### config.mk
export PLATFORM = sky130hd
export DESIGN_NAME = cap_bank_ctrl
export DESIGN_NICKNAME = d
export VERILOG_FILES = /design/src/rtl/cap_bank_ctrl.sv
export SDC_FILE = /design/constraint.sdc
export NUM_CORES = 1
export LEC_CHECK = 0
export BUFFER_PORTS_ARGS = -buffer_cell sky130_fd_sc_hd__buf_4
export CAP_MARGIN = 10
export CORE_ASPECT_RATIO = 1.1
export CORE_UTILIZATION = 40
export CTS_BUF_LIST = sky130_fd_sc_hd__clkbuf_8
export DETAILED_ROUTE_END_ITERATION = 12
export HOLD_SLACK_MARGIN = 0.03
export PLACE_DENSITY = 0.7
export REMOVE_ABC_BUFFERS = 1
export SYNTH_ARGS = -nofsm -noshare
export SYNTH_HDL_FRONTEND = slang
export SYNTH_SLANG_ARGS = --single-unit
### constraint.sdc
create_clock -name clk -period 5.5 [get_ports clk]
set_input_delay 0.825 -clock clk [delete_from_list [all_inputs] [get_ports clk]]
set_output_delay 0.825 -clock clk [all_outputs]
set_load 0.01 [all_outputs]
### src/rtl/cap_bank_ctrl.sv
// Slew-limited DCO capacitor-bank controller: ramps a thermometer-coded cell matrix toward a requested count.
// Optional macro CAP_BANK_SAT_EN: clamp out-of-range requests to NCELL and report them on a sticky sat flag.
module cap_bank_ctrl #(
    parameter int ROWS     = 16,
    parameter int COLS     = 16,
    parameter int MAX_STEP = 4,
    parameter int RST_CODE = 0,
    localparam int NCELL   = ROWS * COLS,
    localparam int CW      = $clog2(NCELL + 1)
) (
    input  logic             clk,
    input  logic             rst,
    input  logic             en,
    input  logic [CW-1:0]    tune_in,
    input  logic             tune_valid,
    output logic             tune_ready,
    output logic [NCELL-1:0] sel_out,
    output logic [CW-1:0]    code_out,
    output logic             busy
`ifdef CAP_BANK_SAT_EN
   ,output logic             sat
`endif
);

    typedef enum logic {IDLE, RAMP} state_t;

    localparam logic [CW-1:0] NCELL_C    = CW'(NCELL);
    localparam logic [CW-1:0] RST_C      = CW'(RST_CODE);
    localparam logic [CW:0]   MAX_STEP_C = (CW + 1)'(MAX_STEP);

    state_t        state;
    logic [CW-1:0] target;
    logic [CW:0]   diff;
    logic [CW:0]   mag;
    logic [CW-1:0] step;
    logic [CW-1:0] ramp_code;
    logic [CW-1:0] accept_code;
    logic          accept;
    logic          accept_ok;
    logic          in_range;

    // Cells are numbered row-major, so the r<R / partial-row rule collapses to index < code.
    function automatic logic [NCELL-1:0] therm(input logic [CW-1:0] c);
        return ~({NCELL{1'b1}} << c);
    endfunction

    assign tune_ready = en & ~rst & (state == IDLE);
    assign busy       = (state == RAMP);
    assign accept     = tune_valid & tune_ready;
    assign in_range   = (tune_in <= NCELL_C);

`ifdef CAP_BANK_SAT_EN
    assign accept_code = in_range ? tune_in : NCELL_C;
    assign accept_ok   = accept;
`else
    assign accept_code = tune_in;
    assign accept_ok   = accept & in_range;
`endif

    // One extra bit makes the difference signed, so the step never overshoots or wraps.
    always_comb begin
        diff      = {1'b0, target} - {1'b0, code_out};
        mag       = diff[CW] ? -diff : diff;
        step      = (mag > MAX_STEP_C) ? MAX_STEP_C[CW-1:0] : mag[CW-1:0];
        ramp_code = diff[CW] ? (code_out - step) : (code_out + step);
    end

    always_ff @(posedge clk) begin
        if (rst) begin
            state    <= IDLE;
            code_out <= RST_C;
            sel_out  <= therm(RST_C);
            target   <= RST_C;
`ifdef CAP_BANK_SAT_EN
            sat      <= 1'b0;
`endif
        end else if (en) begin
            if (state == IDLE) begin
                if (accept_ok) begin
                    target <= accept_code;
                    if (accept_code != code_out) begin
                        state <= RAMP;
                    end
                end
`ifdef CAP_BANK_SAT_EN
                if (accept && !in_range) begin
                    sat <= 1'b1;
                end
`endif
            end else begin
                code_out <= ramp_code;
                sel_out  <= therm(ramp_code);
                if (ramp_code == target) begin
                    state <= IDLE;
                end
            end
        end
    end

endmodule
[Yosys cells after proc, flatten, opt, wreduce, memory -nomap -nowiden]
Cells that the tools add are included.
Word-level totals
  bits in registers: 275
  bits in latches: 0
  RAM bits: 0
  memory bits (read-only): 0
  word-level logic and storage cells: 29
  memories: 0
Operators by class
  $add $sub $neg: 4
  multipliers: 0
  div/mod/pow operators: 0
  order comparisons: 2
  equal/unequal tests: 2
  shifts and indexed selects: 1
  mux-type cells: 7
  bitwise operators: 7
  reduce and logical (&&, ||, !) cells: 2
Operators with widths (count)
  256-bit NOT: 1
  256-bit by 9-bit << shifter with 256-bit output (first input constant): 1
  9-bit 2-to-1 mux: 2
  10-bit by 3-bit > comparator with 1-bit output (second input constant): 1
  10-bit 2-to-1 mux: 1
  10-bit negator: 1
  9-bit by 9-bit subtractor with 10-bit output: 1
  9-bit adder: 1
  9-bit equality test: 1
  9-bit <= comparator (second input constant): 1
  9-bit != test: 1
  9-bit subtractor: 1
  1-bit bitwise AND: 4
  1-bit 2-to-1 mux: 4
  3-bit AND reduction: 1
  1-bit NOT: 2
  2-bit AND reduction: 1

[Depth between registers and ports, before layout]
Gate-level depths: netlist of run 1.
  word-level depth: 10
  mapped depth: 29
  depth with buffers taken out: 26

[Worst setup path before layout of run 1]
Ideal clock, no wire load.
  kind: register to register
  from: register code_out[0]
  to: register sel_out[87]
  library setup time: 91 ps
  arrival time: 5809 ps
  path slack: -400 ps
  cell stages (with the launch flop): 25
  buffers on the path: 3
  cells stage by stage: dfxtp_1 ha_1 fa_1 nand2b_1 a21oi_1 xor2_1 or4_1 a211oi_1 nor2_1 nor3_1 and2_1 nand2b_1 ha_1 nor2_1 xor2_1 ha_1 a21o_1 a211o_1 a21oi_1 xnor2_1 clkbuf_1 buf_1 clkbuf_1 o21ai_0 a311oi_1
On the way
  longest elaborated chain between the ends: 9
  elaborated cells on any way between the ends: 10
  classes of those cells: add/sub (4); order compare (1); shift (1); mux (3); bitwise (1)
RTL lines
  start: declaration: line 18  | output logic [CW-1:0] code_out,
  start signal: assignment: line 91  | code_out <= ramp_code;
  9-bit by 9-bit subtractor with 10-bit output: line 62  | diff = {1'b0, target} - {1'b0, code_out};
  10-bit negator: line 63  | mag = diff[CW] ? -diff : diff;
  10-bit 2-to-1 mux: line 63
  10-bit by 3-bit > comparator with 1-bit output: line 64  | step = (mag > MAX_STEP_C) ? MAX_STEP_C[CW-1:0] : mag[CW-1:0];
  9-bit 2-to-1 mux: line 64
  9-bit adder or 9-bit subtractor (tied branches): line 65  | ramp_code = diff[CW] ? (code_out - step) : (code_out + step);
  9-bit 2-to-1 mux (*): line 65
  256-bit by 9-bit << shifter with 256-bit output (*): line 44  | return ~({NCELL{1'b1}} << c);
  256-bit NOT (*): line 44
  end signal: assignment: line 72  | sel_out <= therm(RST_C);
  end signal: assignment: line 92  | sel_out <= therm(ramp_code);
  end: declaration: line 17  | output logic [NCELL-1:0] sel_out,
Mark *: on every way between the ends. The rest lies on a longest branch, timed or not.
A chain may end at the register's enable or synchronous reset.

[Worst setup path in the final report of run 1]
  from: register target[0]
  to: register sel_out[214]
On the way
  longest elaborated chain between the ends: 9
  elaborated cells on any way between the ends: 10
  classes of those cells: add/sub (4); order compare (1); shift (1); mux (3); bitwise (1)
RTL lines
  start: declaration: line 32  | logic [CW-1:0] target;
  start signal: assignment: line 80  | target <= accept_code;
  9-bit by 9-bit subtractor with 10-bit output (*): line 62
  10-bit negator: line 63
  10-bit 2-to-1 mux: line 63
  10-bit by 3-bit > comparator with 1-bit output: line 64
  9-bit 2-to-1 mux: line 64
  9-bit adder or 9-bit subtractor (tied branches): line 65
  9-bit 2-to-1 mux (*): line 65
  256-bit by 9-bit << shifter with 256-bit output (*): line 44
  256-bit NOT (*): line 44
Marks and branches as above.

==> key figures, run 1 <==
CTS
  • Clk_lat worst skew: 580 ps
  • # clock sinks: roughly 270
  • CTS Hold Bufs: 0
  • Clk slew on worst S/H paths: approximately 60 ps
  • CTS tree: done
  • CTS max path bufs: 3
  • H-Tree Depth: 2
  • Clock root buffer: clkbuf_8
  • CTS Buf Count: 46

Critical path
  • Reg2reg setup slack: -170 ps
  • Worst path depth: 29
  • Critical Path Sink Type: flip-flop
  • Beginning of the critical path: target[0]
  • Worst Path Required: ~5900 ps
  • Critical path class: reg -> reg
  • Worst Reg-to-Reg Cells: 29
  • Worst-path fanout max: 21
  • Buf+Inv Stages, Crit Path: 5
  • CP top delay family: compound AO/OA/AOI/OAI gates
  • CP Capture Point: sel_out[214]
  • Slowest cell on crit path: fa_2
  • Data arrival, critical path: 6080 ps
  • RR Startpoint: target[0]
  • Reg2reg end: sel_out[214]
  • Worst Setup Start Kind: flip-flop
  • CP max stage delay: 350 ps

Power and ir drop
  • Sequential Power Share: 25.1%
  • Worst ir drop on vdd: 0.257 mV
  • Switching power share of the total: 40.7%
  • LEAKAGE: 7.33 nW
  • Power Density: 444 nW/µm²
  • Clk network pwr share: 23.2%
  • Net Sw Power: 3.36 mW
  • Internal: 4.90 mW
  • Logic pwr share: 51.7%

Floorplan
  • IO Count: 280
  • Core Footprint: around 31000 µm²
  • Die Height: 189 µm
  • Rows: 68
  • Initial core utilization: about two fifths
  • Die ar.: 32600 µm²
  • Die W: 172 µm

Cells and area
  • Layout cells sized above 1: 39.7%
  • Design area: 18600 µm²
  • Final nets: 1963
  • Synthesis-to-finish area growth: 46.0%
  • # diodes: 0

Run status
  • Failing checks: setup timing
  • Run status: complete, but fails checks

Hold path
  • Worst hold path class: reg -> reg

STA
  • Slew HR: about 25%
  • Fin crit period: 5670 ps
  • Worst Setup Slack, final: -168 ps
  • Max Slew Vio Count: 0
  • Setup TNS: -27230 ps
  • # setup viols final: 251
  • Period utilization: 103%
  • Max Fclk: 0.176 GHz
  • Worst-margin pin slew: between 1000 and 1500 ps
  • RSZ-0062 raised after global routing: yes
  • Clock skew: 16.2 ps
  • Final Hold Violating Endpoints: 0

Detailed routing
  • Metal2 WL: 21.2 mm
  • Vias: 12900
  • Met3 Routed Length: 3.03 mm
  • Met1 WL: 18.0 mm
  • Routed WL: 43.8 mm
  • Drt wl/cell: 18.4 µm
  • DR top layer: met4
  • Initial DRC Count: 1181
  • ANT nets after route: 0
  • Vias/cell: 5.43
  • DRC: 0
  • Drt pass-1 iters: 6

Global routing
  • Gr usage total: 25.7%
  • Initial antenna violation count: 0
  • Largest net degree at the start of global routing: 201
  • GRT overflow: 0
  • First-pass GRT wire length: 65.8 mm
  • Vias in the first global route: 12200

Logic synthesis
  • Yosys reg bits: 274
  • Avg Inst Size Synth: between 8 and 9 µm²
  • Synthesized instance count: about 1500
  • Syn Std Cell Area: 12700 µm²
  • Synth warn: 0
  • Synth cell types: 65
  • Primary FF master, synth: dfxtp_1
  • Post-synth EDFFs: 0
  • Register area share after synthesis: 43.1%
  • Async S/R FF share, synth: 0%

Place
  • Buffers on Ports: 279
  • GPL Wtd Cong: ~0.9
  • DP HPWL: roughly 30 mm
  • Placement Cell Area: 16700 µm²

Run
  • Maxcap violations: 0
[cells in the mapped netlist (8+ instances only)]
library cell | count | area (µm²)
a211oi_1 | 150 | 1130
a211oi_2 | 88 | 1100
a21oi_1 | 49 | 245
a311oi_1 | 13 | 114
buf_2 | 8 | 40.0
buf_6 | 16 | 180
clkbuf_1 | 109 | 409
dfxtp_1 | 274 | 5490
ha_1 | 19 | 238
inv_1 | 14 | 52.6
mux2i_1 | 12 | 120
nand2_1 | 148 | 556
nand2b_1 | 25 | 156
nand3_1 | 10 | 50.1
nor2_1 | 332 | 1250
nor3_1 | 14 | 70.1
o21ai_0 | 84 | 420
o21bai_1 | 10 | 75.1
xnor2_1 | 24 | 210
xor2_1 | 13 | 114
[flip-flops by register name, indices dropped and copies added, names as in the netlist]
name	count
target	9
code_out	8
sel_out	256
busy	1
[cell families (layout without fill, tap and decap cells)]
family / Yosys count / in the layout / synth area share [%]
buf+inv: 151 / 614 / 5.50
simple gates: 568 / 568 / 18.5
mux: 12 / 12 / 0.943
flops: 274 / 274 / 43.1
fa+ha+maj: 21 / 21 / 2.18
compound gates: 437 / 437 / 27.2
xor+xnor: 38 / 38 / 2.67
[stage by stage]
step | hold slack (ps) | setup slack, ps | total power, mW | instances | util (%)
final | 492 | -168 | 8.26 | 2384 | 59.2
after global routing | 497 | -506 | 8.70 | 2384 | 59.2
after CTS | 486 | -113 | 8.03 | 2367 | 57.7
after detailed placement | 485 | -494 | 6.01 | 2268 | 53.3
after floorplan | 508 | -6000 | 3.98 | 1364 | -
after global placement | 487 | -351 | 5.99 | 2268 | 53.3
[worst min path at each step]
stage / start / endpoint / slack (ps) / cells past startpoint
3_3_place_gp: sel_out[5] / sel_out[5] / 490 / 2
5_1_grt: tune_in[2] / target[2] / 500 / 3
6_report: sel_out[127] / sel_out[127] / 490 / 2
2_1_floorplan: target[0] / target[0] / 510 / 2
3_5_place_dp: sel_out[127] / sel_out[127] / 480 / 2
4_1_cts: tune_in[3] / target[3] / 490 / 3
[power groups by stage]
stage | clock network, mW | logic [mW] | registers (mW)
after floorplan | 0 | 1.84 | 2.14
after global placement | 0 | 3.87 | 2.12
after detailed placement | 0 | 3.89 | 2.12
after CTS | 1.93 | 4.02 | 2.08
after global routing | 2.03 | 4.59 | 2.08
final | 1.91 | 4.27 | 2.08
[routing by layer]
metal  track usage, %  up-vias
met3             4.24       95
met4             10.1        0
met5                0        -
met2             42.7      497
met1             32.8     6207
li1                 -     6145
[timing repair]
item,CTS,global route
pin swaps,18,9
setup buffers,14,11
setup endpoints to repair,257,258
cloned,2,6
resized for setup,55,61
[layout by cell type (no fill, tap or decap), types with 4 or more instances in the layout]
cell type,n
nand2b_1,23
a311oi_1,5
nor2_4,5
a21oi_2,4
nor3_1,12
dfxtp_1,272
or4_1,4
nand3_1,9
clkinv_2,8
clkbuf_16,5
ha_1,14
o21ai_1,10
xnor2_1,19
xor2_2,5
clkbuf_8,55
a21oi_1,44
inv_1,24
nand2_2,4
a211oi_1,124
o32ai_1,7
buf_6,13
a211oi_2,114
nor2b_1,5
nor2_1,325
buf_12,32
o21ai_0,74
buf_4,463
xor2_1,7
a311oi_2,8
nand2_1,143
mux2i_1,12
o21bai_1,10
clkinvlp_4,4
or2_2,5
[cell type report]
type,instances,area [µm²]
repair buffers,517,4460
well taps,420,526
multi-input cells,1076,7090
inverters,14,52.6
clock inverters,28,214
clock buffers,55,757
flip-flops and latches,274,5490
fillers,2737,12800
[worst min-delay path: cells and delay by family, from the launching register on]
kind | cells | cell delay [ps]
simple gates | 2 | 140
flops | 1 | 310
No activity file was read; power rests on OpenSTA's default activity.
==> inputs of run 2 (changes only) <==
--- a/config.mk
+++ b/config.mk
@@ -8,11 +8,11 @@
 export BUFFER_PORTS_ARGS = -buffer_cell sky130_fd_sc_hd__buf_4
 export CAP_MARGIN = 10
 export CORE_ASPECT_RATIO = 1.1
-export CORE_UTILIZATION = 40
+export CORE_UTILIZATION = 55
 export CTS_BUF_LIST = sky130_fd_sc_hd__clkbuf_8
 export DETAILED_ROUTE_END_ITERATION = 12
 export HOLD_SLACK_MARGIN = 0.03
-export PLACE_DENSITY = 0.7
+export PLACE_DENSITY = 0.87
 export REMOVE_ABC_BUFFERS = 1
 export SYNTH_ARGS = -nofsm -noshare
 export SYNTH_HDL_FRONTEND = slang
==> constraint.sdc (replaced) <==
create_clock -name clk -period 6.8 [get_ports clk]
set_input_delay 1.02 -clock clk [delete_from_list [all_inputs] [get_ports clk]]
set_output_delay 1.02 -clock clk [all_outputs]
set_load 0.02 [all_outputs]
==> run 2 against run 1 <==
Against the previous run:
- the run now ends clean
- die area is 27% lower
- total power is 32% lower
- critical path depth is 2 lower
- clock-buffer cell count is 1 higher
- worst hold slack worse by 1.6 ps
- via count is 4.5% lower
- combinational power is 42% lower
- largest power group unchanged
==> key figures, run 2 (synthesis gave the netlist of run 1 again) <==
Run status
  • Run status: finished clean

Global routing
  • Initial antenna violation count: 0 (unchanged)
  • Vias in the first global route: 11700 (-4.2%)
  • Busiest grt layer: met2
  • Met1 Usage GRT: 40.9% (+8.1 points)
  • Met3 Use GR: 5.00% (+0.76 points)
  • Largest net degree at the start of global routing: 168 (-16%)
  • Met2 Use GR: 53.8% (+11 points)
  • Gr usage total: 32.3% (+6.7 points)
  • First-pass GRT wire length: 62.1 mm (-5.6%)
  • GRT overflow: 0 (unchanged)

CTS
  • Clk slew on worst S/H paths: 60 ps (about the same)
  • CTS tree: done
  • CTS max path bufs: 3 (unchanged)
  • Clock root buffer: clkbuf_8
  • CTS Buf Count: 43 (-6.5%)
  • Setup bufs post-CTS: 0 (-14)
  • # clock sinks: 274 (unchanged)
  • H-Tree Depth: 2 (unchanged)
  • CTS Hold Bufs: 0 (unchanged)
  • Post-CTS sizing: 0 (-100%)
  • Clk_lat worst skew: 560 ps (-20 ps)

Detailed routing
  • ANT nets after route: 0 (unchanged)
  • Routed WL: 39.9 mm (-8.7%)
  • DRC: 0 (unchanged)
  • Vias: 12400 (-4.5%)
  • Drt wl/cell: 19.5 µm (+6.2%)
  • Vias/cell: 6.04 (+11%)
  • Initial DRC Count: 1091 (-7.6%)
  • Drt pass-1 iters: 5 (-1)

Floorplan
  • Initial core utilization: 55.9% (+15 points)
  • Core Footprint: 22800 µm² (-27%)
  • Rows: 58 (-15%)
  • IO Count: 280 (unchanged)
  • Die Height: 162 µm (-15%)
  • Die W: 147 µm (-15%)
  • Die ar.: 23800 µm² (-27%)

Hold path
  • Hold Crit Start: sel_out[127]
  • Worst hold path class: reg -> reg

Power and ir drop
  • Worst ir drop on vdd: 0.288 mV (+12%)
  • Power Density: 352 nW/µm² (-21%)
  • LEAKAGE: 6.07 nW (-17%)
  • Post-layout total power: 5.61 mW (-32%)

STA
  • Slew HR: 21.5% (-3.1 points)
  • Fin crit period: 6480 ps (+811 ps)
  • Max Slew Vio Count: 0 (unchanged)
  • Period utilization: 95.3% (-7.8 points)
  • Max Fclk: 0.154 GHz (-13%)
  • # setup viols final: 0 (-100%)
  • Worst-margin pin slew: 1180 ps (+46.4 ps)
  • Worst Setup Slack, final: 321 ps (+489 ps)
  • Min Hold Slack: 491 ps (-1.61 ps)
  • Final Hold Violating Endpoints: 0 (unchanged)
  • Clock skew: 27.9 ps (+11.8 ps)
  • Setup TNS: 0 ps (+27230 ps)

Run
  • Maxcap violations: 0 (unchanged)

Cells and area
  • Filler instances: 1765 (-36%)
  • Multi-input gate area: 6710 µm² (-5.4%)
  • Max reg flops: 256 (unchanged)
  • Register name with the most flops: sel_out
  • Final nets: 1760 (-10%)
  • Commonest non-fill, non-tap cell in the layout: nor2_1
  • Layout cells sized above 1: 28.7% (-11 points)
  • Top Registers: sel_out (256), target (9), code_out (8)
  • # diodes: 0 (unchanged)
  • Sequential Area: 5490 µm² (about the same)
  • Synthesis-to-finish area growth: 25.2%
  • Commonest non-fill, non-tap cells in the layout: 327 x nor2_1, 310 x buf_4, 273 x dfxtp_1
  • Design area: 15900 µm² (-14%)

Place
  • DP Worst Slack: 108 ps (+602 ps)
  • GPL Wtd Cong: 0.905 (+0.85%)
  • DP HPWL: 26.2 mm (-12%)
  • Placement Cell Area: 15000 µm² (-10%)
  • Buffers on Ports: 279 (unchanged)

Critical path
  • CP max stage delay: 430 ps (+80 ps)
  • Worst Setup Start Kind: flip-flop
  • RR Startpoint: target[0]
  • Data arrival, critical path: 6860 ps (+780 ps)
  • Worst Path Required: 7180 ps (+1270 ps)
  • Critical Path Sink Type: flip-flop
  • Slowest cell on crit path: fa_1
  • Reg2reg setup slack: 320 ps (+490 ps)
  • Critical path class: reg -> reg
  • Worst-path fanout max: 82 (+290%)
  • Beginning of the critical path: target[0]
  • CP dominant cell by count: ha_1
==> run 2: cell types whose count changed in the layout (fill, tap and decap cells not counted), moves of 6 or more <==
cell	before	now
a211oi_2	114	88
a211oi_1	124	150
a311oi_1	5	13
buf_4	463	310
buf_12	32	4
buf_6	13	1
o21ai_1	10	4
o21ai_0	74	80
clkinv_2	8	1
a311oi_2	8	0
==> run 2: final timing paths <==
check / to / cells past startpoint
setup / recovery: sel_out[54] / 27
hold / removal: sel_out[127] / 2
setup reg to reg: sel_out[54] / 27
hold reg to reg: sel_out[127] / 2
==> run 2: final cells by class <==
cell class	count	area share, %
clock inverter	11	0.643
multi-input combinational	1076	42.1
timing repair buffer	317	15.4
tap	300	2.35
sequential	274	34.4
clock buffer	56	4.83
inverter	14	0.329
==> run 2: worst max-delay path, delay by kind of cell, from the launching register on <==
family	cells	cell delay (ps)
muxes	1	130
adders and majority gates	4	1260
buffers and inverters	2	440
xor gates and xnor gates	2	430
and+or+nand+nor	8	1510
AOI/OAI and AO/OA	10	2100
DFF	1	370
==> run 2: report_power, final <==
group	total, mW	switching (mW)	internal, mW
logic	2.49	1.78	0.712
clock network	1.44	0.631	0.805
registers	1.68	0.0302	1.65
==> run 2: per-stage QoR <==
step,instances,utilization [%]
2_1_floorplan,1364,-
3_3_place_gp,1981,65.9
3_5_place_dp,1981,65.9
4_1_cts,2048,69.7
5_1_grt,2048,70.0
6_report,2048,70.0
==> run 2: metal layers <==
layer,part of all wire (%),vias to the layer above
met2,48,582
met4,4.3,0
li1,-,5705
met5,0,-
met1,40,5966
met3,7.4,108
